<file path="src/rtl/demux4_router.sv">
// demux4_router: priority-decoded 1:4 valid/ready demux with one-beat register slice per channel
module demux4_router #(
  parameter int DW = 2,
  parameter int CW = 8
) (
  input  logic          clk,
  input  logic          rst_n,
  input  logic          in_valid,
  output logic          in_ready,
  input  logic [3:0]    in_sel,
  input  logic [DW-1:0] in_data,
  output logic [3:0]    out_valid,
  input  logic [3:0]    out_ready,
  output logic [DW-1:0] out_data0,
  output logic [DW-1:0] out_data1,
  output logic [DW-1:0] out_data2,
  output logic [DW-1:0] out_data3,
  output logic [CW-1:0] drop_cnt
);
  logic [3:0]    valid_q, valid_d, dec, ld;
  logic [DW-1:0] data_q [4];
  logic [DW-1:0] data_d [4];
  logic [CW-1:0] drop_cnt_q, drop_cnt_d;
  logic          acc;
  always_comb begin
    dec = in_sel[0] ? 4'b0001 : in_sel[1] ? 4'b0010 : in_sel[2] ? 4'b0100 : in_sel[3] ? 4'b1000 : 4'b0000;
    in_ready = ~|dec | |(dec & (~valid_q | out_ready));
    acc = in_valid & in_ready;
    ld = dec & {4{acc}};
    // a load wins over a simultaneous drain, so a refilled channel stays full
    valid_d = ld | (valid_q & ~out_ready);
    for (int k = 0; k < 4; k++) data_d[k] = ld[k] ? in_data : data_q[k];
    drop_cnt_d = (acc && dec == 4'b0000 && drop_cnt_q != {CW{1'b1}}) ? drop_cnt_q + CW'(1) : drop_cnt_q;
  end
  always_ff @(posedge clk or negedge rst_n) begin
    if (!rst_n) begin
      valid_q    <= 4'b0000;
      data_q     <= '{default: '0};
      drop_cnt_q <= '0;
    end else begin
      valid_q    <= valid_d;
      data_q     <= data_d;
      drop_cnt_q <= drop_cnt_d;
    end
  end
  assign out_valid = valid_q;
  assign out_data0 = data_q[0];
  assign out_data1 = data_q[1];
  assign out_data2 = data_q[2];
  assign out_data3 = data_q[3];
  assign drop_cnt  = drop_cnt_q;
endmodule

</file>
<file path="config.mk">
export PLATFORM = sky130hd
export DESIGN_NAME = demux4_router
export DESIGN_NICKNAME = d
export VERILOG_FILES = /design/src/rtl/demux4_router.sv
export SDC_FILE = /design/constraint.sdc
export NUM_CORES = 1
export LEC_CHECK = 0
export ABC_AREA = 1
export BUFFER_PORTS_ARGS = -buffer_cell sky130_fd_sc_hd__buf_4
export CAP_MARGIN = 40
export CORE_MARGIN = 2
export CORE_UTILIZATION = 45
export DETAILED_ROUTE_END_ITERATION = 10
export GPL_ROUTABILITY_DRIVEN = 1
export GPL_TIMING_DRIVEN = 0
export PLACE_DENSITY = 0.71
export SLEW_MARGIN = 20
export SYNTH_ARGS = -nofsm -noshare
export SYNTH_HDL_FRONTEND = slang
export SYNTH_SLANG_ARGS = --single-unit
</file>
<file path="constraint.sdc">
create_clock -name clk -period 1.4 [get_ports clk]
set_clock_uncertainty 0.2 [all_clocks]
set_input_delay 0.28 -clock clk [delete_from_list [all_inputs] [get_ports clk]]
set_output_delay 0.28 -clock clk [all_outputs]
set_load 0.05 [all_outputs]
</file>
==> results of run 1 <==
stage by stage:
stage	setup WS, ns	hold slack (ns)
2_1_floorplan	-0.1598	-0.2156
3_3_place_gp	-0.2537	-0.02959
3_5_place_dp	-0.2938	-0.01904
4_1_cts	-0.4534	-0.06489
5_1_grt	-0.5002	0.04481
6_report	-0.4295	0.03717
cell type report:
class / count / area [um2] / area share [%]
Buffer: 4 / 50.05 / 2.705
Inverter: 9 / 35.03 / 1.893
Timing Repair Buffer: 56 / 534.3 / 28.87
Multi-Input combinational cell: 88 / 655.6 / 35.43
Tap cell: 28 / 35.03 / 1.893
Clock buffer: 4 / 26.28 / 1.420
Sequential cell: 20 / 514.2 / 27.79
layer usage:
layer  track usage (%)  up-vias  wire, um
met5                 0        -         0
met4             9.829        0        46
met3             3.955        7        76
met2             39.58       26      1667
met1             24.06      543      1120
li1                  -      513         -
worst max-delay path: stages (launching register included):
cell	delay, ns
dfrtp_2	0.39
inv_2	0.04
o21a_4	0.20
nor2_4	0.09
nand2_4	0.06
buf_12	0.12
buf_12	0.14
where the power goes:
part           switching [mW]  leakage, nW  total, mW  internal (mW)
registers               0.106        0.246      0.786          0.680
clock network           0.183       0.0150      0.295          0.111
logic                   0.624        0.630       1.09          0.465
sequential cells by signal, summed over array words and instances (netlist names):
register,flops
out_data2,2
out_data0,2
out_data3,2
drop_cnt,8
out_data1,2
out_valid,4
path summary, 6_finish.rpt:
kind,endpoint,slack [ns],startpoint
min reg2reg,out_data1[1],0.29,out_data1[1]
max in group asynchronous,out_valid[2],0.59,rst_n
min in group asynchronous,drop_cnt[2],0.18,rst_n
max reg2reg,out_data3[1],-0.20,out_valid[0]
max,in_ready,-0.43,out_valid[0]
min,out_valid[3],0.04,out_ready[3]
cell families after synthesis:
family	count (synthesis)	synth area share, %
simple gates	74	34.03
flops	20	46.30
buf+inv	13	7.755
xor+xnor	7	6.366
compound gates	6	4.399
fa+ha+maj	1	1.157
Yosys cell counts, types with 2 or more instances:
library cell / n / area, um2
buf_6: 2 / 22.52
dfrtp_1: 20 / 500.5
inv_1: 6 / 22.52
inv_2: 2 / 7.510
nand2_1: 43 / 161.4
nand3_1: 9 / 45.04
nand4_1: 8 / 50.05
nor2_1: 6 / 22.52
nor2_4: 2 / 22.52
o21ai_1: 4 / 20.02
xnor2_1: 4 / 35.03
xor2_1: 2 / 17.52
repair_timing:
item	4_1_cts	5_1_grt
hold buffers	1	1
endpoints found under the setup margin	22	38
cloned	1	1
resized for setup	19	38
endpoints found under the hold margin	21	1
setup buffers	13	8
pin swaps	8	26
==> key figures, run 1 <==
Clock network
  – Htree depth: 1
  – CTS Buffer Depth: 2
  – Clk_lat worst skew: 0.31 ns
  – CTS tree: built
  – Sink Count: 20
  – Worst-path clk slew: 0.12 ns
  – CTS root buf: clkbuf_4
  – CTS Buf Count: 3

Timing
  – Minimum clock period: 1.830 ns
  – Final hold violations: 0
  – F_max: 546.6 MHz
  – RSZ-0062 raised after global routing: yes
  – Max-slew violation count: 0
  – Actual slew at the worst max-slew pin: 0.5063 ns
  – Final setup margin: -0.4295 ns
  – Period utilization: 130.7%
  – Final setup violation count: 22
  – TNS Setup: -2.389 ns
  – Slew margin rel.: 65.96%

Drt
  – Routed Antenna Nets: 0
  – Final wirelength: 2.911 mm
  – Post-DR wirelength/cell: 13.93 um
  – Residual DRC: 0
  – Vias per inst: 5.211
  – Detailed Route Iter0 Violations: 13
  – First-pass iteration count of the detailed router: 4
  – Routed via count: 1089

Min path
  – Hold path depth: 4
  – Worst min-delay path class: in -> reg

Flow run
  – Max Cap Violations: 0

Place
  – PortBufs: 32
  – GP Congestion: 0.7905
  – Dpl hpwl: 1.693 mm
  – Placed cells: 181
  – Placed inst area: 1401 um2

Worst setup path
  – Startpoint Class: flip-flop
  – Worst setup EP type: primary output
  – Worst Reg-to-Reg Cells: 9
  – Data required, critical path: 0.92 ns
  – Maximum fanout along the worst path: 3
  – WP data arrival: 1.35 ns
  – WS Path Type: reg -> out

Final layout
  – Layout cells sized above 1: 64.09%
  – Final Core Density: 82.86%
  – Finished Cell Area: 1851 um2
  – Fillers: 131
  – Antenna Cells: 0
  – Area Overhead vs Synth: 71.18%
  – Commonest non-fill, non-tap cell in the layout: buf_4
  – Final cell count without fillers: 209
  – Commonest non-fill, non-tap cells in the layout: buf_4, nand2_1, buf_6, nand2_2, dfrtp_2
  – NumNets Final: 196

Logic synthesis
  – Mapped Cells: 121
  – YS warnings: 0
  – Synth unique cells: 25
  – Syn avg cell area: 8.934 um2
  – Share of flip-flops with an asynchronous set or reset: 100.0%
  – EDFF count, synth: 0
  – FF+latch count, synth: 20
  – Synth Flop Type: dfrtp_1
  – Post-synth net total: 135
  – Syn Std Cell Area: 1081 um2
  – Sequential-to-total area share from yosys stat: 46.30%

Floorplanning
  – Starting Density: 48.40%
  – Die height: 53.02 um
  – Row cnt: 17
  – I/O pins: 34
  – Core area: 2233 um2
  – Die Wd: 53.02 um
  – Die area: 2811 um2

Global routing
  – Largest net degree at the start of global routing: 21
  – Vias in the first global route: 1020
  – Initial antenna violation count: 0
  – GRT Overall Usage: 21.66%
  – First-pass GRT wire length: 4.374 mm
  – Grt ovf: 0

Pwr
  – Power, Total: 2.169 mW
  – Worst vdd ir: 1054 uV
  – Pwr dens: 1172 nW/um2
  – Static Leak: 0.8911 nW

Outcome
  – Failing checks: negative setup slack
  – Status: complete, but fails checks
Power figures use the tool's default switching activity.
==> run 2, diff against run 1 <==
Settings changed: ABC_AREA 1 to not set, CORE_UTILIZATION 45 to 43, PLACE_DENSITY 0.71 to 0.7.
==> key figures, run 2 <==
Logic synthesis
  – Count leader, synth: dfrtp_1
  – Synth top cells by count: dfrtp_1, mux2_2, nand2_1
  – Synth Flop Type: dfrtp_1
  – Synth unique cells: 27
  – Share of flip-flops with an asynchronous set or reset: 100.0%
  – Area leader, netlist: dfrtp_1
  – EDFF count, synth: 0
  – Yosys top cell area share: 53.05%
  – Syn avg cell area: 11.94 um2
  – Post-synth net total: 93
  – YS warnings: 0
  – Mapped Cells: 79
  – Sequential-to-total area share from yosys stat: 53.05%
  – Syn Std Cell Area: 943.4 um2
  – FF+latch count, synth: 20
  – Synth top area cells: dfrtp_1, mux2_2, xor2_1

Worst setup path
  – Worst R2R Start: out_valid[1]
  – WP data arrival: 1.50 ns
  – Startpoint Class: flip-flop
  – WS Path Type: reg -> out
  – CP startpoint: out_valid[3]
  – Maximum fanout along the worst path: 3
  – Worst setup EP type: primary output
  – Data required, critical path: 0.92 ns

Final layout
  – Commonest non-fill, non-tap cells in the layout: buf_4, buf_6, dfrtp_2, dfrtp_1
  – NumNets Final: 161
  – Area Overhead vs Synth: 90.72%
  – Antenna Cells: 0
  – Commonest non-fill, non-tap cell in the layout: buf_4
  – Final cell count without fillers: 173
  – Layout cells sized above 1: 75.34%
  – Final Core Density: 88.99%
  – Max reg flops: 8
  – Finished Cell Area: 1799 um2

Clock network
  – Htree depth: 1
  – Clk_lat worst skew: 0.30 ns
  – CTS Buf Count: 3
  – Sink Count: 20
  – CTS root buf: clkbuf_4
  – CTS Buffer Depth: 2
  – CTS tree: built
  – Worst-path clk slew: 0.11 ns

Timing
  – Actual slew at the worst max-slew pin: 0.3859 ns
  – RSZ-0062 raised after global routing: yes
  – Slew margin rel.: 74.22%
  – Final hold slack: 0.03719 ns
  – Final hold violations: 0
  – Minimum clock period: 1.980 ns
  – Final setup violation count: 25
  – Max-slew violation count: 0
  – Period utilization: 141.4%
  – Final setup margin: -0.5801 ns
  – F_max: 505.0 MHz

Drt
  – Vias per inst: 5.347
  – Residual DRC: 0
  – Detailed Route Iter0 Violations: 20
  – Post-DR wirelength/cell: 18.35 um
  – Final wirelength: 3.174 mm
  – Routed Antenna Nets: 0
  – Routed via count: 925
  – First-pass iteration count of the detailed router: 5

Pwr
  – Comb pwr share: 50.0%
  – Worst vdd ir: 1400 uV
  – Power, Total: 2.540 mW
  – Net Switching: 0.9523 mW
  – Pwr dens: 1412 nW/um2
  – Clock power share: 18.6%
  – Sequential share of power: 31.5%
  – Static Leak: 0.8566 nW
  – Sw Ratio: 37.50%
  – P_int: 1.588 mW

Place
  – Placed inst area: 1301 um2
  – PortBufs: 32
  – Dpl hpwl: 1.589 mm
  – Placed cells: 138
  – GP Congestion: 0.7667

Floorplanning
  – I/O pins: 34
  – Row cnt: 16
  – Die height: 50.84 um
  – Die Wd: 50.84 um
  – Die area: 2585 um2
  – Starting Density: 46.66%
  – Core area: 2022 um2

Outcome
  – Failing checks: negative setup slack
  – Status: complete, but fails checks

Global routing
  – Initial antenna violation count: 0
  – First-pass GRT wire length: 4.050 mm
  – GRT Overall Usage: 21.18%
  – Vias in the first global route: 867
  – Largest net degree at the start of global routing: 21
  – Grt ovf: 0

Min path
  – Worst min-delay path class: in -> reg
  – Hold Crit Start: in_sel[0]

Flow run
  – Max Cap Violations: 0
-- run 2: cell count changes after synthesis, moves of 3 or more --
cell      delta
nand2_1     -36
mux2_2       +9
inv_1        -5
nand3_1      -5
nand4_1      -4
o21ai_1      -4
nand2b_1     +3
nor2_1       -3
nor2b_1      +3
-- run 2: metrics by stage --
| step | setup WS (ns) | TNS (ns) |
|---|---|---|
| after global placement | -0.4384 | -3.050 |
| after floorplan | -0.3216 | -3.502 |
| final | -0.5801 | -3.216 |
| after detailed placement | -0.4602 | -3.324 |
| after global routing | -0.6130 | -4.175 |
| after CTS | -0.5916 | -2.331 |
-- run 2: cells by family after synthesis --
| group | share of synthesized area (%) |
|---|---|
| multiplexers | 10.74 |
| adder cells (fa/ha/maj) | 1.326 |
| AND/OR/NAND/NOR | 19.36 |
| AO/OA/AOI/OAI | 7.427 |
| flip-flops | 53.05 |
| buffers and inverters | 1.591 |
| XOR/XNOR | 6.499 |
-- run 2: area by class of cell --
type                            count  area (um2)
Multi-Input combinational cell     57       588.1
Inverter                            1       3.754
Timing Repair Buffer               63       594.3
Fill cell                          91       222.7
Buffer                              1       11.26
Tap cell                           27       33.78
Sequential cell                    20       515.5
Clock inverter                      1       30.03
Clock buffer                        3       22.52
-- run 2: layer usage --
layer	global-route usage [%]	wire, um	up-vias
met1	25.96	1163	465
met5	0	0	-
met4	7.658	107	0
met2	37.72	1788	35
li1	-	-	415
met3	3.216	114	10
-- run 2: worst max-delay path, cell delays in order, from the launching register on --
cell and delay [ns]:
dfrtp_2 0.42, nor2b_4 0.14, or4_4 0.43, nand3_4 0.08, buf_8 0.14
-- run 2: worst paths after layout --
kind	endpoint	slack, ns	cells after the start
worst max-delay path	in_ready	-0.58	4
worst min-delay path	out_valid[0]	0.04	3
worst max register to register	out_data3[0]	-0.27	4
worst min register to register	out_data2[0]	0.35	1
max in group asynchronous	out_valid[2]	0.59	2
min in group asynchronous	out_data0[1]	0.18	2
-- run 2: power groups by stage --
stage / Sequential (mW) / Combinational, mW / Clock [mW]
global placement: 0.792 / 0.798 / 0
global route: 0.813 / 1.32 / 0.501
finish: 0.799 / 1.27 / 0.471
CTS: 0.785 / 1.01 / 0.469
detailed placement: 0.800 / 0.820 / 0
floorplan: 1.14 / 0.203 / 0
-- run 2: what timing repair did --
action                     in CTS  in global routing
pin swaps                      10                  5
setup endpoints to repair      24                 36
buffers inserted               16                 14
resized for setup              23                 25
hold buffers                    2                  0
cloned                          0                  0
hold endpoints to repair       21                  0
==> run 3, diff against run 2 <==
Settings changed: CTS_CLUSTER_SIZE set to 30, PLACE_DENSITY 0.7 to 0.83.
==> key figures, run 3 (synthesis gave the netlist of run 2 again) <==
Final layout
  – Area of the multi-input gates: 606.8 um2
  – Final cell count without fillers: 175
  – Final Core Density: 88.99%
  – Layout cells sized above 1: 74.32%
  – Commonest non-fill, non-tap cells in the layout: buf_4, buf_6, dfrtp_2, dfrtp_1, mux2_4
  – Fillers: 85
  – Max reg flops: 8
  – Finished Cell Area: 1799 um2
  – Commonest non-fill, non-tap cell in the layout: buf_4
  – Area Overhead vs Synth: 90.72%
  – Reg area: 515.5 um2
  – Antenna Cells: 0
  – NumNets Final: 163

Clock network
  – Clk_lat worst skew: 0.30 ns
  – Sink Count: 20
  – CTS tree: built
  – CTS Buffer Depth: 2
  – Htree depth: 1
  – CTS root buf: clkbuf_4
  – Worst-path clk slew: 0.12 ns
  – CTS Buf Count: 3

Pwr
  – Power, Total: 2.330 mW
  – Static Leak: 0.8457 nW
  – Worst vdd ir: 1410 uV
  – Pwr dens: 1295 nW/um2

Place
  – Placed cells: 138
  – Dpl ws: -0.4586 ns
  – Placed inst area: 1301 um2
  – PortBufs: 32
  – GP Congestion: 0.7853
  – Dpl hpwl: 1.502 mm

Drt
  – Residual DRC: 0
  – Final wirelength: 3.431 mm
  – Post-DR wirelength/cell: 19.61 um
  – Vias per inst: 5.411
  – Routed via count: 947
  – Detailed Route Iter0 Violations: 21
  – First-pass iteration count of the detailed router: 4
  – Routed Antenna Nets: 0

Worst setup path
  – WP data arrival: 1.52 ns
  – R2R Setup Slk: -0.25 ns
  – Worst R2R Start: out_valid[1]
  – Worst setup EP type: primary output
  – Critical Path End: in_ready
  – Maximum fanout along the worst path: 3
  – Data required, critical path: 0.92 ns
  – Startpoint Class: flip-flop
  – Worst r2r dst: out_data3[0]
  – WS Path Type: reg -> out
  – CP startpoint: out_valid[3]
  – Worst Reg-to-Reg Cells: 4

Floorplanning
  – Die Wd: 50.84 um
  – I/O pins: 34
  – Die height: 50.84 um
  – Row cnt: 16
  – Core area: 2022 um2
  – Starting Density: 46.66%
  – Die area: 2585 um2

Timing
  – Final setup violation count: 25
  – RSZ-0062 raised after global routing: yes
  – Period utilization: 142.7%
  – Slew margin rel.: 74.96%
  – Final setup margin: -0.5972 ns
  – Final hold violations: 0
  – Actual slew at the worst max-slew pin: 0.3757 ns
  – Max-slew violation count: 0
  – F_max: 500.7 MHz
  – Minimum clock period: 1.997 ns

Global routing
  – GR Util met2: 40.57%
  – Vias in the first global route: 886
  – Grt ovf: 0
  – Grt met1 use: 26.55%
  – GRT Overall Usage: 22.50%
  – First-pass GRT wire length: 4.195 mm
  – M3 GR Usage: 3.216%
  – Initial antenna violation count: 0
  – Largest net degree at the start of global routing: 21
  – Gr busiest metal: met2

Min path
  – Worst min-delay path class: in -> reg

Flow run
  – Max Cap Violations: 0

Outcome
  – Status: complete, but fails checks
  – Failing checks: negative setup slack
-- run 3: metrics by stage --
| stage | TNS [ns] | hold slack (ns) |
|---|---|---|
| final | -3.547 | 0.04846 |
| after global routing | -4.648 | 0.03487 |
| after CTS | -2.453 | 0.02588 |
| after detailed placement | -3.086 | -0.02432 |
| after global placement | -2.931 | -0.03299 |
| after floorplan | -3.502 | -0.2156 |
-- run 3: per-layer routing --
| metal | part of all wire, % | vias up |
|---|---|---|
| met1 | 37 | 472 |
| met3 | 5.0 | 12 |
| met2 | 54 | 42 |
| met5 | 0 | - |
| met4 | 3.6 | 0 |
| li1 | - | 421 |
-- run 3: repair_timing --
item | 4_1_cts | 5_1_grt
gates resized for setup | 27 | 22
pin swaps | 10 | 7
buffers inserted | 14 | 18
hold endpoints to repair | 21 | 0
endpoints found under the setup margin | 24 | 34
hold buffers | 2 | 0
-- run 3: power breakdown --
part / total [mW] / internal (mW) / switching, mW / leakage, nW
clock: 0.293 / 0.111 / 0.182 / 0.0150
combinational: 1.23 / 0.575 / 0.651 / 0.592
sequential: 0.812 / 0.686 / 0.126 / 0.239
total: 2.33 / 1.37 / 0.958 / 0.846
-- run 3: how the worst min path moves through the flow --
stage | start | to | slack (ns) | cells after the start
floorplan | rst_n | drop_cnt[0] | -0.22 | 0
global placement | rst_n | drop_cnt[6] | -0.03 | 1
detailed placement | rst_n | out_data3[1] | -0.02 | 1
CTS | in_valid | out_valid[0] | 0.03 | 3
global route | in_data[0] | out_data1[0] | 0.03 | 2
finish | in_data[0] | out_data1[0] | 0.05 | 2
-- run 3: layout make-up --
| class | instances | area share, % |
|---|---|---|
| Tap cell | 27 | 1.878 |
| Multi-Input combinational cell | 57 | 33.73 |
| Clock buffer | 4 | 1.460 |
| Buffer | 1 | 0.6259 |
| Sequential cell | 20 | 28.65 |
| Timing Repair Buffer | 65 | 33.45 |
| Inverter | 1 | 0.2086 |
-- run 3: worst max-delay path, cell delays in order (launching register included) --
cell and delay, ns:
dfrtp_2 0.42, nor2b_4 0.14, or4_4 0.43, nand3_4 0.08, buf_8 0.14
